`config.mk`:
```
export PLATFORM = sky130hd
export DESIGN_NAME = spi_master_xfer_ctrl
export DESIGN_NICKNAME = d
export VERILOG_FILES = /design/src/rtl/spi_master_xfer_ctrl.sv
export SDC_FILE = /design/constraint.sdc
export NUM_CORES = 1
export LEC_CHECK = 0
export BUFFER_PORTS_ARGS = -buffer_cell sky130_fd_sc_hd__buf_2
export CAP_MARGIN = 10
export CORE_UTILIZATION = 50
export CTS_CLUSTER_SIZE = 30
export DETAILED_ROUTE_END_ITERATION = 6
export PLACE_DENSITY = 0.74
export RECOVER_POWER = 50
export SLEW_MARGIN = 10
export SYNTH_ARGS = -nofsm -noshare
export SYNTH_HDL_FRONTEND = slang
export SYNTH_SLANG_ARGS = --single-unit
```
`constraint.sdc`:
```
create_clock -name pclk -period 2.11 [get_ports pclk]
set_input_delay 0.211 -clock pclk [delete_from_list [all_inputs] [get_ports pclk]]
set_output_delay 0.211 -clock pclk [all_outputs]
set_load 0.02 [all_outputs]
```
`src/rtl/spi_master_xfer_ctrl.sv`:
```
// spi_master_xfer_ctrl: single-word SPI master transfer sequencer.
// Accepts a word over valid/ready, then runs chip select, sclk and mosi0
// through the SETUP, XFER and HOLD phases. The received word comes back as a
// one-cycle rsp_valid pulse.
// Build option: SPI_LOOPBACK_EN makes the receive shifter sample the internal
// mosi0 register instead of miso0, so rsp_data echoes the transmitted word.
module spi_master_xfer_ctrl #(
    parameter int DATA_WIDTH = 8,
    parameter int NUM_CS     = 4,
    parameter int DIV_WIDTH  = 8,
    localparam int CS_W      = (NUM_CS > 1) ? $clog2(NUM_CS) : 1
) (
    input  logic                  pclk,
    input  logic                  areset,
    input  logic                  req_valid,
    output logic                  req_ready,
    input  logic [DATA_WIDTH-1:0] req_data,
    input  logic [CS_W-1:0]       req_cs,
    input  logic                  req_cpol,
    input  logic                  req_cpha,
    input  logic [DIV_WIDTH-1:0]  req_div,
    output logic                  rsp_valid,
    output logic [DATA_WIDTH-1:0] rsp_data,
    output logic                  busy,
    output logic                  sclk,
    output logic [NUM_CS-1:0]     cs,
    output logic                  mosi0,
    input  logic                  miso0
);

    localparam int HP_W = $clog2(2 * DATA_WIDTH);

    typedef enum logic [1:0] {IDLE, SETUP, XFER, HOLD} state_t;

    state_t                state;
    // One bit wider than the divider so H = div+1 always fits.
    logic [DIV_WIDTH:0]    cnt;
    logic [HP_W-1:0]       hp;
    logic [DIV_WIDTH-1:0]  div_q;
    logic                  cpol_q;
    logic                  cpha_q;
    logic [DATA_WIDTH-1:0] tx_sr;
    logic [DATA_WIDTH-1:0] rx_sr;

    logic                  phase_done;
    logic                  last_hp;
    logic                  edge_now;
    logic                  edge_lead;
    logic                  shift_now;
    logic                  sample_now;
    logic                  rx_bit;
    logic [NUM_CS-1:0]     cs_sel;

    assign req_ready = (state == IDLE);
    assign busy      = ~req_ready;

`ifdef SPI_LOOPBACK_EN
    assign rx_bit = mosi0;
`else
    assign rx_bit = miso0;
`endif

    // Edge bookkeeping: the end of a half-period in SETUP or XFER (except the
    // final one) is an sclk edge. SETUP ends on a leading edge; afterwards
    // the next edge is leading when the current half-period index is odd.
    always_comb begin
        phase_done = (cnt == {1'b0, div_q});
        last_hp    = (hp == HP_W'(2 * DATA_WIDTH - 1));
        edge_now   = phase_done && ((state == SETUP) || ((state == XFER) && !last_hp));
        edge_lead  = (state == SETUP) || hp[0];
        shift_now  = edge_now && (edge_lead == cpha_q);
        sample_now = edge_now && (edge_lead != cpha_q);
    end

    // Chip-select decode; an out-of-range index leaves every line high.
    always_comb begin
        cs_sel = '1;
        for (int i = 0; i < NUM_CS; i++) begin
            if (req_cs == CS_W'(i)) cs_sel[i] = 1'b0;
        end
    end

    // Transfer FSM with registered bus and response outputs.
    always_ff @(posedge pclk) begin
        if (areset) begin
            state     <= IDLE;
            cnt       <= '0;
            hp        <= '0;
            div_q     <= '0;
            cpol_q    <= 1'b0;
            cpha_q    <= 1'b0;
            tx_sr     <= '0;
            rx_sr     <= '0;
            sclk      <= 1'b0;
            cs        <= '1;
            mosi0     <= 1'b0;
            rsp_valid <= 1'b0;
            rsp_data  <= '0;
        end else begin
            rsp_valid <= 1'b0;
            if (shift_now) begin
                mosi0 <= tx_sr[DATA_WIDTH-1];
                tx_sr <= tx_sr << 1;
            end
            if (sample_now) rx_sr <= {rx_sr[DATA_WIDTH-2:0], rx_bit};

            case (state)
                IDLE: begin
                    if (req_valid) begin
                        div_q  <= req_div;
                        cpol_q <= req_cpol;
                        cpha_q <= req_cpha;
                        cs     <= cs_sel;
                        sclk   <= req_cpol;
                        cnt    <= '0;
                        // cpha=0 puts the MSB out during SETUP; cpha=1 waits
                        // for the first leading edge to shift it out.
                        if (req_cpha) begin
                            tx_sr <= req_data;
                        end else begin
                            tx_sr <= req_data << 1;
                            mosi0 <= req_data[DATA_WIDTH-1];
                        end
                        state <= SETUP;
                    end
                end
                SETUP: begin
                    if (phase_done) begin
                        cnt   <= '0;
                        hp    <= '0;
                        sclk  <= ~cpol_q;
                        state <= XFER;
                    end else begin
                        cnt <= cnt + 1'b1;
                    end
                end
                XFER: begin
                    if (phase_done) begin
                        cnt <= '0;
                        if (last_hp) begin
                            sclk  <= cpol_q;
                            state <= HOLD;
                        end else begin
                            hp   <= hp + 1'b1;
                            sclk <= ~sclk;
                        end
                    end else begin
                        cnt <= cnt + 1'b1;
                    end
                end
                HOLD: begin
                    if (phase_done) begin
                        cnt       <= '0;
                        cs        <= '1;
                        rsp_valid <= 1'b1;
                        rsp_data  <= rx_sr;
                        state     <= IDLE;
                    end else begin
                        cnt <= cnt + 1'b1;
                    end
                end
                default: state <= IDLE;
            endcase
        end
    end

endmodule

```
# After elaboration in Yosys (flattened, before gate mapping)
# Index checks and enable logic that the tools add are counted.
# word_totals
ff_bits,56
in_bits,24
output_inout_bits,17
wordCells,89
# op_classes
add_sub_neg,2
eq_ne,16
mux,34
n_bitwise,4
reduce_logical,20
# ops
op,n
two-way mux 8 bit,4
two-way mux 4 bit,5
two-way mux 9 bit,2
case mux 9 bit (2 select lines),1
case mux 4 bit (2 select lines),2
two-way mux 1 bit,13
inequality test 2 bit (second input constant),6
two-way mux 2 bit,5
adder 9 x 1 -> 9 bit (second input constant),1
equality test 9 x 8 -> 1 bit,1
equality test 2 bit (second input constant),4
case mux 2 bit (4 select lines),1
AND reduction 4 bit,2
AND reduction 5 bit,1
adder 4 x 1 -> 4 bit (second input constant),1
equality test 2 x 1 -> 1 bit (second input constant),2
equality test 4 bit (second input constant),1
logical AND 1 bit,4
logical NOT 2 bit,2
inverter 1 bit,4
AND reduction 2 bit,2
nonzero test 2 bit,2
case mux 1 bit (3 select lines),1
AND reduction 3 bit,1
7 further kinds,8

# Depth between registers and ports, before layout
# logic_depth
ltp_word,10
mapped_depth,8
ltp_nobuf,7

# Worst setup path before layout
# OpenSTA, ideal clock, no wires.
# synth_path
kind,reg2reg
start,reg state[1]
end,reg tx_sr[5]
setup_time_ns,0.137
arrival_ns,1.778
required_ns,1.973
slack_ns,0.194
stages_incl_launch_ff,9
path_buffers,1
synth_period_minus_slack_ns,1.916
cell_sequence,dfxtp_1 inv_1 ha_1 or3_1 a211oi_1 and4_4 buf_6 mux2i_1 a211oi_1
# synth_between
elab_chain_cells,8
word_cells_on_any_way,12
classes_between,3 x eq/ne; 3 x mux; 6 x reduce/logical
# synth_lines
element,line,rtl
"start, declared",35,state_t state;
"start signal, assigned",86,state <= IDLE;
"start signal, assigned",124,state <= SETUP;
"start signal, assigned",132,state <= XFER;
equality test 2 bit,69,edge_now = phase_done && ((state == SETUP) || ((state == XFER) && !last_hp));
logical AND 1 bit,69,
logical OR 1 bit,69,
logical AND 1 bit,69,
logical AND 1 bit,71,shift_now = edge_now && (edge_lead == cpha_q);
two-way mux 8 bit,101,if (shift_now) begin
two-way mux 8 bit,109,if (req_valid) begin
two-way mux 8 bit (*),107,case (state)
"end signal, assigned",103,tx_sr <= tx_sr << 1;
"end signal, assigned",119,tx_sr <= req_data;
"end signal, assigned",121,tx_sr <= req_data << 1;
"end, declared",42,logic [DATA_WIDTH-1:0] tx_sr;
# Every way passes the cells marked *; elsewhere a longest branch is shown, timed or not.
# A chain may end at the register's enable or synchronous reset.

# Final worst setup path
# layout_path
start,reg state[1]
end,reg tx_sr[2]
# Same word-level chain as after synthesis.

==> results.toml <==
[worst_setup_path]
endpoint_kind = "register"
critPathLaunchType = "register"
arrival_ns = 2.23
worstSetupPathType = "reg2reg"
r2r_cells = 7
worstPathRequired_ns = 2.29
crit_fanout = 6

[grt]
grt_pass1_wl_mm = 8.89
grt.overflow.total = 0
grt_max_degree = 34
grt_use_total_pct = 20.7
antenna_found_initial = 0
grt_pass1_vias = 1969

[synth]
synth_cell_types = 45
synthCells = 299
synth_edf_count = 0
seq_area_frac_synth_pct = 42.0
synth_common_cells = "dfxtp_1 (56), nor2_1 (34), nand2_1 (31)"
synth_area_mm2 = 0.00267
synth_area_leader_cell = "dfxtp_1"
synth_area_leaders = "dfxtp_1 (42%), mux2i_1 (9.4%), xor2_1 (4.9%)"
ys_seq_elements = 56
yosysWarnings = 0
syn_nets = 330
yosysMostFrequentCell = "dfxtp_1"
avgSynthCellArea_um2 = 8.92
async_reset_ff_share_pct = 0
synthFlopType = "dfxtp_1"
synth_top_area_share_pct = 42.0

[cts]
cts_root_buf = "clkbuf_8"
htree_levels = 2
clk_path_buf_depth = 2
insertion_delay_ns = 0.32
ctsHoldBuffers = 0
path_clk_slew_ns = 0.11
cts_tree = "built"
cts_sinks = 56
cts_buffers = 5

[timing]
drv_slew = 0
max_slew.worst_pin.slew_ns = 0.612
hold_viol = 0
clock-skew-final_ns = 0.0116
max_freq_mhz = 488
setup_slack_ns = 0.0599
slew_headroom_pct = 59.2
fin_crit_sh_pct = 97.2
final-setup-viol-count = 0
period_minus_slack_ns = 2.05

[routing]
drt_first_pass_iters = 4
wl_mm = 5.62
vias_per_cell = 5.40
ant_nets = 0
first_iter_violations = 88
wire_per_inst_um = 13.4
via_count = 2267
drc = 0

[die]
core_mm2 = 0.00511
start_util_pct = 52.2
die_y_um = 75.0
fp.dieW_um = 75.0
rows = 26
io_pins = 41
die-area_mm2 = 0.00563

[pwr]
power_uw = 3620
p_leak_uw = 0.00139
max-vdd-ir-drop_mv = 0.782
powerDensity_mw_per_mm2 = 1140

[run_status]
outcome = "finished clean"

[layout]
area_growth_pct = 18.6
antenna_cells = 0
drive_gt1_share_pct = 19.4
nNetsFinal = 380
post-route-util_pct = 61.9

[placement]
place_ws_ns = -0.0175
port_buffers = 40
hpwl_mm = 3.70
place.gp.congestion = 0.867

[hold_path]
holdCritPathClass = "in2reg"
whs_path_depth = 3

[flow_run]
max_cap_viol_count = 0
==> stage by stage <==
stage / hold slack (ns) / instance area (µm²) / cells / setup TNS, ns
floorplan: 0.347 / 2670 / 299 / 0
global placement: 0.450 / 2970 / 405 / 0
detailed placement: 0.457 / 2970 / 405 / -0.0183
CTS: 0.111 / 3090 / 416 / 0
global route: 0.124 / 3160 / 420 / -0.00977
finish: 0.117 / 3160 / 420 / 0
==> worst max-delay path, stage by stage, from the launching register on <==
cell and delay, ns:
dfxtp_4 0.39, inv_4 0.04, ha_4 0.17, or3_4 0.40, a211oi_4 0.29, and4_4 0.32
mux2i_2 0.25, a211oi_2 0.05
==> cells in the final DEF (no fill, tap or decap), types with 2 or more instances in the layout <==
master     n
a211oi_1   5
inv_6      2
buf_2     23
a21oi_1   20
xor2_1    15
nor2b_1    3
ha_1       6
nor2_1    33
o21bai_1   5
nand4_2    2
nor4_1     3
mux2i_1   24
a31oi_1    2
nand4_1    7
nand2_1   31
o21ai_0    5
nor2_2     2
clkbuf_8   5
clkbuf_2   3
nand3_1    6
nand3b_1   2
and4_4     2
dfxtp_1   55
nor3_1     8
o22ai_1    2
inv_1      4
and4_1     2
buf_4     13
nor3b_1    7
clkbuf_1  17
and2_1     3
nand2b_1   6
==> cells by family after synthesis <==
logic type | Yosys count | synth area share [%]
xor gates and xnor gates | 16 | 5.25
DFF | 56 | 42.0
adders and majority gates | 7 | 3.28
buffers and inverters | 19 | 3.10
AOI/OAI and AO/OA | 46 | 10.5
and+or+nand+nor | 129 | 26.1
muxes | 26 | 9.80
==> worst paths after layout <==
path                               from                     to  slack (ns)
setup / recovery  state[1]$_SDFFE_PP0P_    tx_sr[2]$_SDFF_PP0_        0.06
hold / removal               req_div[6]  div_q[6]$_SDFFE_PP0P_        0.12
setup reg to reg  state[1]$_SDFFE_PP0P_    tx_sr[2]$_SDFF_PP0_        0.06
hold reg to reg   div_q[5]$_SDFFE_PP0P_  div_q[5]$_SDFFE_PP0P_        0.47
==> registers in the layout, indices dropped and copies added, names as in the netlist <==
register   flops
tx_sr          8
state          2
cs             4
mosi0          1
cpol_q         1
cpha_q         1
div_q          8
rsp_data       8
cnt            9
hp             4
rx_sr          8
rsp_valid      1
sclk           1
==> area by class of cell <==
| cell class | count | area (µm²) |
|---|---|---|
| fillers | 462 | 1940 |
| multi-input cells | 225 | 1540 |
| flip-flops and latches | 56 | 1120 |
| repair buffers | 56 | 292 |
| well taps | 70 | 87.6 |
| clock buffers | 5 | 68.8 |
| clock inverters | 3 | 28.8 |
| inverters | 5 | 21.3 |
==> layer usage <==
metal	global-route usage, %	wire length (µm)	share of wire, %	up-vias
met4	9.22	95	1.7	0
met5	0	0	0	-
met2	33.5	2700	48	50
met3	4.82	230	4.1	9
met1	26.3	2600	46	1058
li1	-	-	-	1150
==> power breakdown <==
| part | total [µW] | switching, µW | internal, µW |
|---|---|---|---|
| Combinational | 1670 | 963 | 710 |
| Clock | 638 | 386 | 252 |
| Sequential | 1310 | 101 | 1210 |
==> timing repair <==
action	CTS	global route
pin swaps	3	4
gates cloned	1	0
setup endpoints to repair	10	18
setup buffers	2	4
resized for setup	1	18
No activity file was read; power rests on OpenSTA's default activity.
